**src/rtl/conv_window_mac.sv**
```systemverilog
// conv_window_mac: KxK signed-kernel MAC on the window_buffer stream, with round/shift, ReLU and saturation.
// Latency: valid_o is high in the cycle after the third edge following the edge that accepted the pixel.
// Backpressure: none; one window per cycle, back-to-back enable_i gives back-to-back valid_o.
//
// Ports:
//   clk_i, rst_ni  clock (rising edge) and asynchronous active-low reset
//   enable_i       pixel strobe, same signal that drives window_buffer
//   window_i       flattened KxK window, tap n = row*K + col, tap K*K-1 is the newest pixel
//   weight_we_i    kernel write strobe; weight_addr_i selects the tap, weight_data_i is the signed value
//   result_o       unsigned convolution result, held between pulses
//   valid_o        one-cycle pulse marking a new result_o
module conv_window_mac #(
  parameter int DATA_WIDTH   = 8,
  parameter int WEIGHT_WIDTH = 8,
  parameter int WINDOW_SIZE  = 3,
  parameter int LINE_LENGTH  = 4,
  parameter int LINE_COUNT   = 4,
  parameter int ACC_WIDTH    = 21,
  parameter int OUT_SHIFT    = 4,
  parameter int OUT_WIDTH    = 8
) (
  input  logic                                             clk_i,
  input  logic                                             rst_ni,
  input  logic                                             enable_i,
  input  logic [WINDOW_SIZE*WINDOW_SIZE*DATA_WIDTH-1:0]    window_i,
  input  logic                                             weight_we_i,
  input  logic [$clog2(WINDOW_SIZE*WINDOW_SIZE)-1:0]       weight_addr_i,
  input  logic [WEIGHT_WIDTH-1:0]                          weight_data_i,
  output logic [OUT_WIDTH-1:0]                             result_o,
  output logic                                             valid_o
);

  localparam int TAPS   = WINDOW_SIZE * WINDOW_SIZE;
  localparam int COL_W  = (LINE_LENGTH > 1) ? $clog2(LINE_LENGTH) : 1;
  localparam int ROW_W  = (LINE_COUNT > 1) ? $clog2(LINE_COUNT) : 1;
  // Pixel is zero-extended by one bit before the signed multiply.
  localparam int PROD_W = DATA_WIDTH + WEIGHT_WIDTH + 1;

  localparam logic [COL_W-1:0] COL_LAST  = COL_W'(LINE_LENGTH - 1);
  localparam logic [ROW_W-1:0] ROW_LAST  = ROW_W'(LINE_COUNT - 1);
  localparam logic [COL_W-1:0] COL_FIRST = COL_W'(WINDOW_SIZE - 1);
  localparam logic [ROW_W-1:0] ROW_FIRST = ROW_W'(WINDOW_SIZE - 1);

  // Half an LSB of the shifted result; collapses to zero when OUT_SHIFT is 0.
  localparam logic signed [ACC_WIDTH:0] RND     = (ACC_WIDTH+1)'((64'd1 << OUT_SHIFT) >> 1);
  localparam logic signed [ACC_WIDTH:0] OUT_MAX = (ACC_WIDTH+1)'((64'd1 << OUT_WIDTH) - 64'd1);

  logic [COL_W-1:0]               col_q;
  logic [ROW_W-1:0]               row_q;
  logic                           cap_q;
  logic                           v1_q;
  logic                           v2_q;
  logic signed [WEIGHT_WIDTH-1:0] weight_q [TAPS];
  logic signed [PROD_W-1:0]       prod_c   [TAPS];
  logic signed [PROD_W-1:0]       prod_q   [TAPS];
  logic signed [ACC_WIDTH-1:0]    sum_c;
  logic signed [ACC_WIDTH-1:0]    sum_q;
  logic signed [ACC_WIDTH:0]      sum_ext;
  logic signed [ACC_WIDTH:0]      rnd_sum;
  logic signed [ACC_WIDTH:0]      shifted;
  logic [OUT_WIDTH-1:0]           sat_c;

  // Raster position of the pixel being accepted. The capture decision uses the
  // pre-increment position, so only windows whose bottom-right pixel sits at
  // row >= K-1 and col >= K-1 are taken; these never straddle a line or frame.
  always_ff @(posedge clk_i or negedge rst_ni) begin
    if (!rst_ni) begin
      col_q <= '0;
      row_q <= '0;
      cap_q <= 1'b0;
    end else begin
      cap_q <= enable_i && (row_q >= ROW_FIRST) && (col_q >= COL_FIRST);
      if (enable_i) begin
        if (col_q == COL_LAST) begin
          col_q <= '0;
          row_q <= (row_q == ROW_LAST) ? '0 : row_q + 1'b1;
        end else begin
          col_q <= col_q + 1'b1;
        end
      end
    end
  end

  // Kernel store. Stage 1 reads weight_q on the same edge a write lands, so a
  // write coincident with the multiply edge is only seen by later windows.
  always_ff @(posedge clk_i or negedge rst_ni) begin
    if (!rst_ni) begin
      for (int i = 0; i < TAPS; i++) weight_q[i] <= '0;
    end else if (weight_we_i && (32'(weight_addr_i) < TAPS)) begin
      weight_q[weight_addr_i] <= weight_data_i;
    end
  end

  always_comb begin
    for (int i = 0; i < TAPS; i++) begin
      prod_c[i] = PROD_W'($signed({1'b0, window_i[i*DATA_WIDTH +: DATA_WIDTH]}))
                * PROD_W'(weight_q[i]);
    end
  end

  // Stage 1: per-tap products.
  always_ff @(posedge clk_i or negedge rst_ni) begin
    if (!rst_ni) begin
      v1_q <= 1'b0;
      for (int i = 0; i < TAPS; i++) prod_q[i] <= '0;
    end else begin
      v1_q <= cap_q;
      if (cap_q) begin
        for (int i = 0; i < TAPS; i++) prod_q[i] <= prod_c[i];
      end
    end
  end

  always_comb begin
    sum_c = '0;
    for (int i = 0; i < TAPS; i++) sum_c = sum_c + ACC_WIDTH'(prod_q[i]);
  end

  // Stage 2: accumulate. ACC_WIDTH is sized so this cannot overflow.
  always_ff @(posedge clk_i or negedge rst_ni) begin
    if (!rst_ni) begin
      v2_q  <= 1'b0;
      sum_q <= '0;
    end else begin
      v2_q <= v1_q;
      if (v1_q) sum_q <= sum_c;
    end
  end

  // One guard bit keeps the rounding add from wrapping near the accumulator limit.
  always_comb begin
    sum_ext = {sum_q[ACC_WIDTH-1], sum_q};
    rnd_sum = sum_ext + RND;
    shifted = rnd_sum >>> OUT_SHIFT;
    if (shifted[ACC_WIDTH]) begin
      sat_c = '0;
    end else if (shifted > OUT_MAX) begin
      sat_c = '1;
    end else begin
      sat_c = shifted[OUT_WIDTH-1:0];
    end
  end

  // Stage 3: ReLU/saturated output, held while no new window arrives.
  always_ff @(posedge clk_i or negedge rst_ni) begin
    if (!rst_ni) begin
      valid_o  <= 1'b0;
      result_o <= '0;
    end else begin
      valid_o <= v2_q;
      if (v2_q) result_o <= sat_c;
    end
  end

endmodule

```
**config.mk**
```make
export PLATFORM = sky130hd
export DESIGN_NAME = conv_window_mac
export DESIGN_NICKNAME = d
export VERILOG_FILES = /design/src/rtl/conv_window_mac.sv
export SDC_FILE = /design/constraint.sdc
export NUM_CORES = 2
export LEC_CHECK = 0
export CORE_ASPECT_RATIO = 1.75
export CORE_MARGIN = 4
export CORE_UTILIZATION = 41
export DETAILED_ROUTE_END_ITERATION = 6
export HOLD_SLACK_MARGIN = 0.02
export REMOVE_ABC_BUFFERS = 1
export SYNTH_ARGS = -nofsm -noshare
export SYNTH_HDL_FRONTEND = slang
export SYNTH_SLANG_ARGS = --single-unit
```
**constraint.sdc**
```tcl
create_clock -name clk_i -period 6.9 [get_ports clk_i]
set_input_delay 1.38 -clock clk_i [delete_from_list [all_inputs] [get_ports clk_i]]
set_output_delay 1.38 -clock clk_i [all_outputs]
set_load 0.02 [all_outputs]
```
==> flow_summary.yaml <==
cts:
  h-tree-depth: 1
  clockBufferDepth: 3
  cts.sinks: 259
  clk_pin_slew_worst_paths_ns: 0.07
  hold_buffers: 0
  clkLatencyLatePin_ns: 0.60
  cts_tree: "built"
  cts_setup_buffers: 0
  cts_made_buffers: 28
  ctsResizeCount: 0
  cts_root_buffer: "clkbuf_16"
synthesis:
  ys_top_cells_by_area: "fa_1, dfrtp_1, ha_1"
  netlist_area_sq_um: 33100
  yosysTopAreaCell: "fa_1"
  synth-seq-cells: 259
  syn_inst: 3406
  yosysUniqueCellTypes: 66
  syn_avg_cell_area_sq_um: 9.72
  yosysWarningCount: 0
  synth_top_flop_cell: "dfrtp_1"
  synth_edf_count: 0
  ys_seq_area_share_pct: 19.6
  async_flop_share_pct: 100
  synth_top_area_share_pct: 27.5
floorplan:
  core-area_sq_um: 79900
  initial_utilization_pct: 41.4
  dieWidth_microns: 223
  die_h_microns: 384
  dieArea_sq_um: 85500
  rows: 137
  ios: 97
timing:
  hold_violations: 0
  finalSetupViolCount: 0
  finalCritPeriodShare_pct: 81.5
  grt_setup_unrepaired: "no"
  timing.final.ws_setup_ns: 1.28
  tightest_slew_ns: 1.07
  fmaxAchievable_mhz: 178
  tns_ns: 0
  slew_viol_final: 0
  fin_worst_skew_ns: 0.0204
  slew_headroom_pct: 28.5
  min_period_ns: 5.62
layout:
  final_nets: 4452
  diodes: 0
  drive_gt1_share_pct: 6.48
  synthToLayoutAreaGrowth_pct: 9.70
  n_fill_cell: 7801
  multiInputGateArea_sq_um: 23700
  register_area_sq_um: 6480
setup_path:
  required_ns: 7.33
  crit_path_max_fanout: 8
  critPathCaptureType: "flop"
  setup.worst_path.start_class: "input pin"
  arrival_ns: 6.06
  crit_type: "input pin to flop"
  reg2reg_depth: 14
global_routing:
  grt_pass1_wl_mm: 136
  grt_start_max_net_pins: 135
  overflow: 0
  grt_usage_pct: 20.3
  grt_pass1_vias: 25100
  antenna_found_initial: 6
job:
  cap_viol_max_count: 0
drt:
  drt-pass1-iter-count: 5
  routed_via_density: 5.05
  drc: 0
  initialDrtViolationCount: 953
  routed_wl_mm: 85.0
  antenna_left: 0
  vias: 23000
  wl_per_cell_microns: 18.6
hold_path:
  hold_class: "flop to flop"
  hold_path_depth: 1
placed_design:
  pre_cts_ws_ns: 0.689
  gp_congestion: 0.868
  hpwl_mm: 70.0
  io_buffers: 96
run_status:
  outcome: "finished, final reports clean"
[cell families (layout without fill, tap and decap cells)]
kind of cell,count (synthesis),count (layout),synth area share (%)
AO/OA/AOI/OAI,391,391,7.54
XOR/XNOR,100,100,2.65
adder cells (fa/ha/maj),865,865,43.0
buffers and inverters,782,895,8.88
flip-flops,259,259,19.6
multiplexers,144,144,4.89
AND/OR/NAND/NOR,865,865,13.4
[layout make-up]
class	count	area share (%)
Clock inverter	16	0.655
Timing Repair Buffer	107	2.89
Tap cell	1042	3.59
Inverter	738	7.63
Clock buffer	34	2.16
Sequential cell	259	17.9
Multi-Input combinational cell	2365	65.2
[flip-flops by register name, indices dropped and copies added (netlist names)]
name / flops
prod_q: 153
col_q: 2
row_q: 2
v2_q: 1
result_o: 8
cap_q: 1
v1_q: 1
sum_q: 18
weight_q: 72
valid_o: 1
[routing by layer]
layer | part of all wire (%) | wire length, microns | track usage, % | vias up
met5 | 0.022 | 19 | 0 | -
met4 | 7.6 | 6470 | 12.5 | 2
met3 | 2.3 | 1970 | 1.50 | 191
met2 | 54 | 46000 | 38.5 | 342
met1 | 36 | 30500 | 21.7 | 11600
li1 | - | - | - | 10900
[critical path, cell delays in order]
cell and delay, ns:
clkdlybuf4s50_1 0.54, and2_1 0.24, fa_1 0.49, inv_1 0.05, fa_1 0.55, inv_1 0.05
fa_1 0.51, fa_1 0.44, ha_1 0.34, o21ai_0 0.12, nor2_1 0.09, o41ai_1 0.43
o21ai_0 0.27, o31ai_1 0.28, xor2_1 0.18, a21oi_1 0.08
[stage by stage]
stage	hold WS [ns]	util, %	instances	instance area [sq um]
after floorplan	0.473	-	3362	32900
after global placement	0.490	44.2	4511	35300
after detailed placement	0.500	44.2	4511	35300
after CTS	0.516	45.5	4561	36300
after global routing	0.526	45.5	4561	36300
final	0.513	45.5	4561	36300
[Yosys cell counts (3+ instances only)]
| cell type | n |
|---|---|
| nor2b_1 | 17 |
| dfrtp_1 | 259 |
| nand3_1 | 30 |
| inv_1 | 736 |
| or3_1 | 28 |
| mux2_2 | 138 |
| o31ai_1 | 6 |
| a311oi_1 | 4 |
| nor2_1 | 109 |
| clkbuf_1 | 39 |
| mux2i_1 | 5 |
| a21oi_1 | 77 |
| fa_1 | 455 |
| nand2_1 | 272 |
| o211ai_1 | 11 |
| o21bai_1 | 4 |
| and3_1 | 9 |
| nand4b_1 | 3 |
| buf_1 | 3 |
| xor2_1 | 19 |
| a211oi_1 | 25 |
| or2_2 | 12 |
| a21o_1 | 38 |
| nand3b_1 | 5 |
| a41oi_1 | 3 |
| o21a_1 | 36 |
| o41ai_1 | 11 |
| o21ai_1 | 8 |
| and2_1 | 293 |
| nand2b_1 | 47 |
| xnor2_1 | 81 |
| o21ai_0 | 126 |
| o221a_2 | 4 |
| nor3_1 | 23 |
| a21boi_0 | 8 |
| ha_1 | 410 |
| o22ai_1 | 4 |
| o31a_1 | 7 |
| nand4_1 | 7 |
[worst paths after layout]
check / to / slack, ns / startpoint
min in group asynchronous: row_q[0] / 0.74 / rst_ni
worst min-delay path: prod_q[146] / 0.51 / prod_q[146]
worst min register to register: prod_q[146] / 0.51 / prod_q[146]
max in group asynchronous: prod_q[18] / 4.84 / rst_ni
worst max-delay path: prod_q[66] / 1.28 / window_i[44]
worst max register to register: sum_q[19] / 2.02 / prod_q[125]
[layout by cell type, fill, tap and decap left out, types with 93 or more instances in the layout]
cell type | netlist | routed
nand2_1 | 272 | 272
mux2_2 | 138 | 138
fa_1 | 455 | 455
nor2_1 | 109 | 109
inv_1 | 736 | 736
and2_1 | 293 | 293
ha_1 | 410 | 410
dfrtp_1 | 259 | 258
clkdlybuf4s50_1 | 0 | 93
o21ai_0 | 126 | 126
Power is not shown: default switching activity piles up to over one toggle a cycle in this logic, so the estimate is an artifact.
